### config.mk
export PLATFORM = sky130hd
export DESIGN_NAME = clk_div_bank
export DESIGN_NICKNAME = d
export VERILOG_FILES = /design/src/rtl/clk_div_pkg.sv /design/src/rtl/clk_div_channel.sv /design/src/rtl/clk_div_bank.sv
export SDC_FILE = /design/constraint.sdc
export NUM_CORES = 1
export LEC_CHECK = 0
export CAP_MARGIN = 20
export CORE_ASPECT_RATIO = 1.75
export CORE_MARGIN = 8
export CORE_UTILIZATION = 35
export DETAILED_ROUTE_END_ITERATION = 6
export PLACE_DENSITY_LB_ADDON = 0.1
export SYNTH_ARGS = -nofsm -noshare
export SYNTH_HDL_FRONTEND = slang
export SYNTH_SLANG_ARGS = --single-unit
export TNS_END_PERCENT = 10
### constraint.sdc
create_clock -name i_clk -period 11.1 [get_ports i_clk]
set_clock_uncertainty 0.15 [all_clocks]
set_input_delay 1.665 -clock i_clk [delete_from_list [all_inputs] [get_ports i_clk]]
set_output_delay 1.665 -clock i_clk [all_outputs]
set_load 0.1 [all_outputs]
### src/rtl/clk_div_pkg.sv
// Shared types for the clock-enable divider bank: output mode, per-channel config, select width.
// Divider fields are carried at DIV_W_MAX bits; channel DIV_W must not exceed it.
package clk_div_pkg;

    localparam int unsigned DIV_W_MAX = 16;

    typedef enum logic {
        MODE_TICK   = 1'b0,
        MODE_SQUARE = 1'b1
    } mode_e;

    typedef struct packed {
        logic [DIV_W_MAX-1:0] div;
        mode_e                mode;
    } ch_cfg_t;

    function automatic int unsigned ch_w(input int unsigned n);
        return (n > 1) ? $clog2(n) : 1;
    endfunction

endpackage

### src/rtl/clk_div_channel.sv
// One divider channel: free-running counter, shadowed div/mode applied at period boundaries,
// registered tick and square enables. Optional phase-align input under CLK_DIV_SYNC_EN.
module clk_div_channel
    import clk_div_pkg::*;
#(
    parameter int unsigned DIV_W = 8
) (
    input  logic             i_clk,
    input  logic             i_rst,
    input  logic             i_wr,
    input  logic [DIV_W-1:0] i_wr_div,
    input  logic             i_wr_mode,
    input  logic             i_en,
`ifdef CLK_DIV_SYNC_EN
    input  logic             i_sync,
`endif
    output logic             o_pending,
    output logic             o_tick,
    output logic             o_out
);

    logic [DIV_W-1:0] r_cnt;
    ch_cfg_t          r_cfg;
    ch_cfg_t          r_shadow;
    logic             r_pending;
    logic             r_tick;
    logic             r_sq;

    ch_cfg_t          w_wr_cfg;
    ch_cfg_t          w_next_cfg;
    logic             w_wrap;
    logic             w_sync;
    logic             w_boundary;

    always_comb begin
        w_wr_cfg.div  = DIV_W_MAX'(i_wr_div);
        w_wr_cfg.mode = mode_e'(i_wr_mode);
        w_wrap        = (DIV_W_MAX'(r_cnt) == r_cfg.div);
`ifdef CLK_DIV_SYNC_EN
        w_sync        = i_sync & i_en;
`else
        w_sync        = 1'b0;
`endif
        // A disabled channel is always at a boundary, so writes and pending shadows land at once.
        w_boundary    = ~i_en | w_sync | w_wrap;
        w_next_cfg    = r_cfg;
        if (i_wr) begin
            w_next_cfg = w_wr_cfg;
        end else if (r_pending) begin
            w_next_cfg = r_shadow;
        end
    end

    always_ff @(posedge i_clk or posedge i_rst) begin
        if (i_rst) begin
            r_cnt     <= '0;
            r_cfg     <= '0;
            r_shadow  <= '0;
            r_pending <= 1'b0;
            r_tick    <= 1'b0;
            r_sq      <= 1'b0;
        end else begin
            if (w_boundary) begin
                r_cfg     <= w_next_cfg;
                r_pending <= 1'b0;
            end else if (i_wr) begin
                r_shadow  <= w_wr_cfg;
                r_pending <= 1'b1;
            end
            if (w_boundary) begin
                r_cnt <= '0;
            end else begin
                r_cnt <= r_cnt + 1'b1;
            end
            r_tick <= i_en & w_wrap & ~w_sync;
            r_sq   <= i_en & (DIV_W_MAX'(r_cnt) > (r_cfg.div >> 1));
        end
    end

    assign o_pending = r_pending;
    assign o_tick    = r_tick;
    assign o_out     = (r_cfg.mode == MODE_SQUARE) ? r_sq : r_tick;

endmodule

### src/rtl/clk_div_bank.sv
// NUM_CH independent programmable clock-enable dividers behind a single write port.
// Define CLK_DIV_SYNC_EN to add i_sync, which restarts all enabled channels in phase.
module clk_div_bank
    import clk_div_pkg::*;
#(
    parameter int unsigned NUM_CH = 4,
    parameter int unsigned DIV_W  = 8,
    parameter int unsigned CH_W   = ch_w(NUM_CH)
) (
    input  logic              i_clk,
    input  logic              i_rst,
    input  logic              i_wr,
    input  logic [CH_W-1:0]   i_wr_ch,
    input  logic [DIV_W-1:0]  i_wr_div,
    input  logic              i_wr_mode,
    input  logic [NUM_CH-1:0] i_en,
`ifdef CLK_DIV_SYNC_EN
    input  logic              i_sync,
`endif
    output logic [NUM_CH-1:0] o_pending,
    output logic [NUM_CH-1:0] o_tick,
    output logic [NUM_CH-1:0] o_out
);

    logic [NUM_CH-1:0] w_wr_sel;

    for (genvar g = 0; g < NUM_CH; g++) begin : g_ch
        // Select values >= NUM_CH match no channel and are dropped.
        assign w_wr_sel[g] = i_wr & (i_wr_ch == CH_W'(g));

        clk_div_channel #(
            .DIV_W (DIV_W)
        ) u_ch (
            .i_clk     (i_clk),
            .i_rst     (i_rst),
            .i_wr      (w_wr_sel[g]),
            .i_wr_div  (i_wr_div),
            .i_wr_mode (i_wr_mode),
            .i_en      (i_en[g]),
`ifdef CLK_DIV_SYNC_EN
            .i_sync    (i_sync),
`endif
            .o_pending (o_pending[g]),
            .o_tick    (o_tick[g]),
            .o_out     (o_out[g])
        );
    end

endmodule

==> impl_metrics.yaml, run 1 <==
timing:
  worst_slew_pin_slew_ns: 0.976
  finalCritPeriodShare: 0.359
  timing.final.hold_violations: 0
  slew_headroom: 0.347
  fin_hold_ws_ns: 0.354
  min_period_ns: 3.99
  rsz0062_at_grt: "no"
  fin_setup_tns_ns: 0
  setup_violations: 0
  slew_violations: 0
  clock.fmax_ghz: 0.251
job:
  max-cap-violations: 0
cells_and_area:
  fillCellCount: 1721
  fin_cells: 873
  final_nets: 678
  final_util: 0.413
  areaGrowthSynthToFinish_pct: 16.4
  antenna_cells: 0
  layout-drive-gt1-share: 0.150
global_route:
  grt_pass1_vias: 4971
  grt_max_degree: 76
  overflow: 0
  antenna_found_initial: 0
  grt.total_usage: 0.141
  grt_pass1_wl_microns: 26000
synth:
  synthArstFlopShare: 1.00
  seq_area_frac_synth: 0.455
  synth_area_leaders: "dfrtp_1 (46%), mux2_2 (7.1%), ha_1 (6.3%), xor2_1 (5.6%), a22oi_1 (4.2%)"
  synth-seq-cells: 116
  synth_ff_type: "dfrtp_1"
  synth_cells: 605
  synthesis.nets: 655
  yosys.cell_types.count: 40
  yosysWarnings: 0
  yosys.area.top_type: "dfrtp_1"
  synth.top_cell.area_share: 0.455
  synth_edf_count: 0
  synth_area_per_cell_sq_um: 10.5
  syn-cell-area_sq_mm: 0.00637
worst_setup_path:
  start_kind: "register"
  r2r-end: "g_ch[3].u_ch.r_cnt[1]"
  worstPathMaxFanout: 3
  path_class: "register to output pin"
  cp.arrival_ns: 2.17
  reg2regPathDepth: 4
  critPathCaptureType: "output pin"
  worstPathRequired_ns: 9.29
  r2r_start: "g_ch[3].u_ch.r_cnt[3]"
  rrSetupSlack_ns: 8.69
detailed_routing:
  detail-route-antenna-nets: 0
  route.vias.total: 4614
  finalWirelength_microns: 15500
  wl_per_cell_microns: 17.8
  dr.pass1.iters: 5
  drt_iter0_markers: 198
  route.detailed.drc: 0
  vias_per_cell: 5.29
min_path:
  min_from: "g_ch[0].u_ch.r_shadow[1]"
  holdCritPathClass: "register to register"
  worstHoldPathCells: 1
  hold_end: "g_ch[0].u_ch.r_shadow[1]"
die:
  dieHeight_microns: 195
  ioPinCount: 30
  die_x_microns: 118
  rows: 65
  core_area_sq_mm: 0.0180
  die_area_sq_mm: 0.0230
  initial_core_util: 0.355
placement:
  post-dp-hpwl_microns: 11400
  gp_congestion: 0.764
  portBuffers: 29
  dp.cells: 842
cts:
  h-tree-depth: 4
  cts-buffers-inserted: 17
  cts_sinks: 116
  path_clk_slew_ns: 0.05
  cts_tree: "built"
  cts_buffer_depth: 2
  clk_latency_ns: 0.41
  postCtsResizedCells: 0
  cts_root_buf: "clkbuf_16"
  hold_buffers: 0
  cts_setup_buffers: 0
power_and_ir_drop:
  ir_drop_mv: 0.0702
  powerDensity_mw_per_mm2: 172
  p_leak_uw: 0.00334
  total_power_uw: 1270
outcome:
  outcome: "completed"
-- through the flow --
| step | setup slack (ns) | cell area, sq um |
|---|---|---|
| final | 7.11 | 7420 |
| after global routing | 7.05 | 7420 |
| after CTS | 7.08 | 7390 |
| after detailed placement | 7.20 | 6820 |
| after global placement | 7.31 | 6820 |
| after floorplan | 6.21 | 6370 |
-- power breakdown --
part           total (uW)  switching [uW]  internal, uW
combinational         192             102          89.5
clock                 546             189           357
sequential            537            55.1           482
total                1270             346           929
-- flip-flops by register name, indices dropped and copies added (netlist names) --
register,cells
g_ch.u_ch.o_pending,4
g_ch.u_ch.o_tick,4
g_ch.u_ch.r_cfg,36
g_ch.u_ch.r_cnt,32
g_ch.u_ch.r_shadow,36
g_ch.u_ch.r_sq,4
-- cell type report --
cell class	count	area (sq um)	area share
Clock buffer	26	509	0.0686
Clock inverter	4	70.1	0.00944
Inverter	31	119	0.0160
Multi-Input combinational cell	430	3200	0.431
Sequential cell	116	2900	0.391
Tap cell	234	293	0.0394
Timing Repair Buffer	32	333	0.0448
-- synthesized netlist by cell type (10+ instances only) --
cell,instances
clkbuf_1,10
mux2_2,40
o221ai_1,27
nor2_1,43
xor2_1,41
inv_1,31
nor2b_1,12
o211ai_2,10
dfrtp_1,116
nand2_1,69
nand3_1,18
buf_4,12
ha_1,32
a22oi_1,36
xnor2_1,15
-- worst max-delay path: stages (launching register included) --
cell	delay, ns
dfrtp_1	0.41
mux2_2	0.24
clkdlybuf4s50_1	1.12
-- worst max path at each step --
stage / start / to
floorplan: i_rst / g_ch[0].u_ch.o_pending
global placement: i_wr_ch[0] / g_ch[2].u_ch.r_shadow[3]
detailed placement: i_wr_ch[1] / g_ch[2].u_ch.r_shadow[6]
CTS: g_ch[1].u_ch.r_cfg[0] / o_out[1]
global route: g_ch[1].u_ch.r_cfg[0] / o_out[1]
finish: g_ch[1].u_ch.r_cfg[0] / o_out[1]
-- cells in the final DEF, fill, tap and decap left out, drive strengths merged --
cell and instances:
inv 31, nor3b 1, clkinv 2, nor2b 12, o211ai 19, and2 5, o21a 6, a21oi 9
xnor2 15, or4 6, o21ai 12, and3b 2, and3 8, o221ai 27, o21bai 4, clkdlybuf4s50 29
clkbuf 26, a31oi 4, nor2 45, mux2 40, xor2 41, dfrtp 116, nand4b 4, nand2 69
a22oi 36, nor3 3, buf 3, nand3 18, bufinv 2, nor4 6, ha 32, nand4 6
-- logic make-up after synthesis --
group / synth area share
AOI/OAI and AO/OA: 0.148
xor gates and xnor gates: 0.0769
adders and majority gates: 0.0628
buffers and inverters: 0.0434
DFF: 0.455
muxes: 0.0707
and+or+nand+nor: 0.143
-- metal layers --
| metal | track usage | up-vias | wire (microns) |
|---|---|---|---|
| met5 | 0 | - | 0 |
| met4 | 0.0639 | 0 | 391 |
| met3 | 0.0313 | 26 | 427 |
| met2 | 0.265 | 82 | 8540 |
| met1 | 0.144 | 2301 | 6140 |
| li1 | - | 2205 | - |
No activity file was read; power rests on OpenSTA's default activity.
==> run 2, diff against run 1 <==
==> constraint.sdc (replaced) <==
create_clock -name i_clk -period 3.74 [get_ports i_clk]
set_clock_uncertainty 0.15 [all_clocks]
set_input_delay 0.561 -clock i_clk [delete_from_list [all_inputs] [get_ports i_clk]]
set_output_delay 0.561 -clock i_clk [all_outputs]
set_load 0.1 [all_outputs]
==> run 2 against run 1 <==
Against the previous run:
- global-route usage is 0.12 points lower
- routed wire length fell by 2.6%
- total power increased to 3.0 times the previous value
- combinational power grew to 2.9 times the previous value
- die area did not move
- clock power grew to 3.1 times the previous value
- sequential cell count unchanged
- first-iteration DRC count down 9.6%
- setup slack got worse by 6.2 ns
- design area grew 0.49%
- critical path type unchanged
- critical endpoint unchanged
- largest cell class unchanged
- highest routed layer unchanged
==> impl_metrics.yaml, run 2 (synthesis results as in run 1) <==
power_and_ir_drop:
  powerDensity_mw_per_mm2: 517
  ir_drop_mv: 0.237
  p_leak_uw: 0.00336
  total_power_uw: 3860
global_route:
  grt_max_degree: 72
  gr-usage-met1: 0.140
  grt.total_usage: 0.140
  grt_pass1_wl_microns: 25800
  overflow: 0
  grt_util_met2: 0.265
  antenna_found_initial: 0
  grt_pass1_vias: 5093
  busiest_layer: "met2"
  met3_usage: 0.0276
detailed_routing:
  wl_per_cell_microns: 17.3
  route.detailed.drc: 0
  route.vias.total: 4617
  vias_per_cell: 5.29
  detail-route-antenna-nets: 0
  finalWirelength_microns: 15100
  drt_iter0_markers: 179
  dr.pass1.iters: 4
cells_and_area:
  antenna_cells: 0
  final_util: 0.415
  final_common_cell: "dfrtp_1"
  finish.instance_area_sq_mm: 0.00746
  seqCellArea_sq_mm: 0.00290
  layout_common_cells: "dfrtp_1 (116), nand2_1 (69), nor2_1 (43)"
  top_regs: "g_ch.u_ch.r_cfg x36, g_ch.u_ch.r_shadow x36, g_ch.u_ch.r_cnt x32"
  areaGrowthSynthToFinish_pct: 17.0
  layout-drive-gt1-share: 0.156
  final_nets: 679
  multiInputGateArea_sq_mm: 0.00320
  fillCellCount: 1768
cts:
  postCtsResizedCells: 0
  cts_root_buf: "clkbuf_16"
  cts_tree: "built"
  cts_sinks: 116
  cts-buffers-inserted: 17
  h-tree-depth: 4
  hold_buffers: 0
  cts_buffer_depth: 2
  cts_setup_buffers: 0
  path_clk_slew_ns: 0.05
  clk_latency_ns: 0.41
timing:
  slew_headroom: 0.342
  setup_violations: 0
  clock.fmax_ghz: 0.348
  slew_violations: 0
  finalCritPeriodShare: 0.768
  worst_slew_pin_slew_ns: 0.984
  worst_slack_ns: 0.869
  rsz0062_at_grt: "no"
  min_period_ns: 2.87
  fin_setup_tns_ns: 0
  timing.final.hold_violations: 0
min_path:
  worstHoldPathCells: 1
  holdCritPathClass: "register to register"
  hold_end: "g_ch[0].u_ch.r_shadow[2]"
  min_from: "g_ch[0].u_ch.r_shadow[2]"
worst_setup_path:
  r2r_start: "g_ch[3].u_ch.r_cnt[3]"
  r2r-end: "g_ch[3].u_ch.r_cnt[1]"
  path_class: "register to output pin"
  rrSetupSlack_ns: 1.30
  start_kind: "register"
  worstPathMaxFanout: 3
  cp.arrival_ns: 2.16
  critPathCaptureType: "output pin"
  reg2regPathDepth: 4
  worstPathRequired_ns: 3.03
outcome:
  outcome: "completed"
die:
  dieHeight_microns: 195
  initial_core_util: 0.355
  rows: 65
  die_area_sq_mm: 0.0230
  ioPinCount: 30
  die_x_microns: 118
  core_area_sq_mm: 0.0180
job:
  max-cap-violations: 0
placement:
  post-place-ws_ns: 0.956
  post-dp-hpwl_microns: 11400
  gp_congestion: 0.805
  placed_area_sq_mm: 0.00684
  portBuffers: 29
-- run 2: stage by stage --
stage	hold WS, ns	cells
2_1_floorplan	0.330	605
3_3_place_gp	0.338	844
3_5_place_dp	0.344	844
4_1_cts	0.356	873
5_1_grt	0.372	873
6_report	0.355	873
-- run 2: critical path, stage by stage, from the launching register on --
cell	delay [ns]
dfrtp_1	0.40
mux2_2	0.23
clkdlybuf4s50_1	1.12
-- run 2: area by class of cell --
| type | instances | share of cell area |
|---|---|---|
| clock buffers | 26 | 0.0710 |
| well taps | 234 | 0.0393 |
| multi-input cells | 430 | 0.428 |
| clock inverters | 3 | 0.0121 |
| inverters | 31 | 0.0161 |
| repair buffers | 33 | 0.0440 |
| flip-flops and latches | 116 | 0.389 |
-- run 2: power breakdown --
part | total (uW) | internal (uW) | leakage, uW | switching (uW)
sequential | 1590 | 1430 | 0.00140 | 159
combinational | 563 | 264 | 0.00165 | 298
clock | 1700 | 1160 | 0.000305 | 543
-- run 2: how the worst max path moves through the flow --
stage	start	endpoint	slack, ns	cells after the start
6_report	g_ch[1].u_ch.r_cfg[0]	o_out[1]	0.87	2
5_1_grt	g_ch[0].u_ch.r_cfg[0]	o_out[0]	0.81	2
4_1_cts	g_ch[1].u_ch.r_cfg[0]	o_out[1]	0.84	2
3_5_place_dp	i_wr_ch[0]	g_ch[2].u_ch.r_shadow[5]	0.96	5
3_3_place_gp	i_wr_ch[1]	g_ch[3].u_ch.r_shadow[3]	1.04	5
2_1_floorplan	i_rst	g_ch[0].u_ch.o_pending	1.62	1
-- run 2: metal layers --
layer / share of wire / vias up
li1: - / 2216
met3: 0.022 / 27
met1: 0.39 / 2321
met5: 0 / -
met2: 0.56 / 53
met4: 0.032 / 0
==> run 3, diff against run 2 <==
==> constraint.sdc (replaced) <==
create_clock -name i_clk -period 2.77 [get_ports i_clk]
set_clock_uncertainty 0.15 [all_clocks]
set_input_delay 0.4155 -clock i_clk [delete_from_list [all_inputs] [get_ports i_clk]]
set_output_delay 0.4155 -clock i_clk [all_outputs]
set_load 0.1 [all_outputs]
==> run 3 against run 2 <==
Against the previous run:
- hold slack lost 0.097 ns
- final cell count up 1.8%
- setup slack worse by 0.25 ns
- combinational power is 38% higher
- non-clock buffer count increased by 13
- die area unchanged
==> impl_metrics.yaml, run 3 (synthesis results as in run 1) <==
outcome:
  outcome: "completed"
worst_setup_path:
  worstPathRequired_ns: 2.92
  cp.arrival_ns: 2.30
  start_kind: "register"
  worstPathMaxFanout: 10
  critPathCaptureType: "register"
  path_class: "register to register"
detailed_routing:
  route.vias.total: 4592
  finalWirelength_microns: 15500
  vias_per_cell: 5.17
  route.detailed.drc: 0
  dr.pass1.iters: 4
  detail-route-antenna-nets: 0
  drt_iter0_markers: 172
  wl_per_cell_microns: 17.5
timing:
  timing.final.hold_violations: 0
  rsz0062_at_grt: "no"
  finalCritPeriodShare: 0.776
  clock.fmax_ghz: 0.465
  fin_hold_ws_ns: 0.258
  slew_headroom: 0.539
  worst_slew_pin_slew_ns: 0.689
  slew_violations: 0
  setup_violations: 0
  fin_setup_tns_ns: 0
  min_period_ns: 2.15
cells_and_area:
  final_nets: 692
  final_util: 0.419
  layout_common_cells: "dfrtp_1 (116), nand2_1 (69), nor2_1 (43)"
  final_common_cell: "dfrtp_1"
  top_regs: "g_ch.u_ch.r_cfg x36, g_ch.u_ch.r_shadow x36, g_ch.u_ch.r_cnt x32"
  fillCellCount: 1714
  layout-drive-gt1-share: 0.195
  areaGrowthSynthToFinish_pct: 18.1
  antenna_cells: 0
  fin_cells: 889
cts:
  cts_setup_buffers: 0
  clk_latency_ns: 0.41
  cts_root_buf: "clkbuf_16"
  path_clk_slew_ns: 0.06
  h-tree-depth: 4
  postCtsResizedCells: 0
  cts_buffer_depth: 2
  hold_buffers: 0
  cts-buffers-inserted: 17
  cts_tree: "built"
  cts_sinks: 116
power_and_ir_drop:
  p_leak_uw: 0.00342
  powerDensity_mw_per_mm2: 694
  ir_drop_mv: 0.310
placement:
  portBuffers: 29
  dp.cells: 857
  gp_congestion: 0.797
  post-dp-hpwl_microns: 11600
global_route:
  antenna_found_initial: 1
  met3_usage: 0.0299
  grt_pass1_vias: 5057
  grt_util_met2: 0.271
  grt_pass1_wl_microns: 26200
  grt.total_usage: 0.142
  grt_max_degree: 73
  busiest_layer: "met2"
  gr-usage-met1: 0.144
  overflow: 0
die:
  die_area_sq_mm: 0.0230
  die_x_microns: 118
  ioPinCount: 30
  dieHeight_microns: 195
  initial_core_util: 0.355
  core_area_sq_mm: 0.0180
  rows: 65
job:
  max-cap-violations: 0
min_path:
  holdCritPathClass: "input pin to asynchronous set/reset pin"
-- run 3: final timing paths --
| path | depth (start not counted) | slack (ns) | endpoint | start |
|---|---|---|---|---|
| worst max-delay path | 4 | 0.62 | g_ch[3].u_ch.r_cnt[1] | g_ch[3].u_ch.r_cnt[4] |
| max in group asynchronous | 3 | 1.46 | g_ch[2].u_ch.r_shadow[5] | i_rst |
| worst min-delay path | 2 | 0.26 | g_ch[0].u_ch.r_shadow[3] | i_rst |
| worst max register to register | 4 | 0.62 | g_ch[3].u_ch.r_cnt[1] | g_ch[3].u_ch.r_cnt[4] |
| min in group i_clk | 1 | 0.36 | g_ch[0].u_ch.r_shadow[6] | g_ch[0].u_ch.r_shadow[6] |
| worst min register to register | 1 | 0.36 | g_ch[0].u_ch.r_shadow[6] | g_ch[0].u_ch.r_shadow[6] |
-- run 3: area by class of cell --
type / instances / area, sq um / area share
Timing Repair Buffer: 46 / 400 / 0.0532
Inverter: 31 / 120 / 0.0160
Tap cell: 234 / 293 / 0.0389
Sequential cell: 116 / 2900 / 0.386
Clock inverter: 14 / 179 / 0.0238
Clock buffer: 18 / 439 / 0.0583
Multi-Input combinational cell: 430 / 3200 / 0.424
-- run 3: layer usage --
layer	share of wire	vias to the layer above
met4	0.018	2
li1	-	2236
met5	0.00058	-
met1	0.40	2291
met3	0.016	14
met2	0.57	49
-- run 3: worst max-delay path, cell delays in order (launching register included) --
cell,delay [ns]
dfrtp_1,0.45
xor2_1,0.21
or4_1,0.54
o21a_1,0.41
and2_1,0.27
-- run 3: through the flow --
| stage | instance area, sq um | setup slack, ns | power (uW) |
|---|---|---|---|
| after global routing | 7530 | 0.545 | 5490 |
| after CTS | 7530 | 0.626 | 5290 |
| final | 7530 | 0.619 | 5230 |
| after floorplan | 6380 | 0.791 | 2700 |
| after detailed placement | 6910 | 0.302 | 2960 |
| after global placement | 6910 | 0.340 | 2920 |
-- run 3: power by group --
group          leakage [uW]  switching [uW]  total [uW]  internal, uW
clock network      0.000281             856        2300          1450
registers           0.00140             219        2150          1930
logic               0.00173             408         777           369
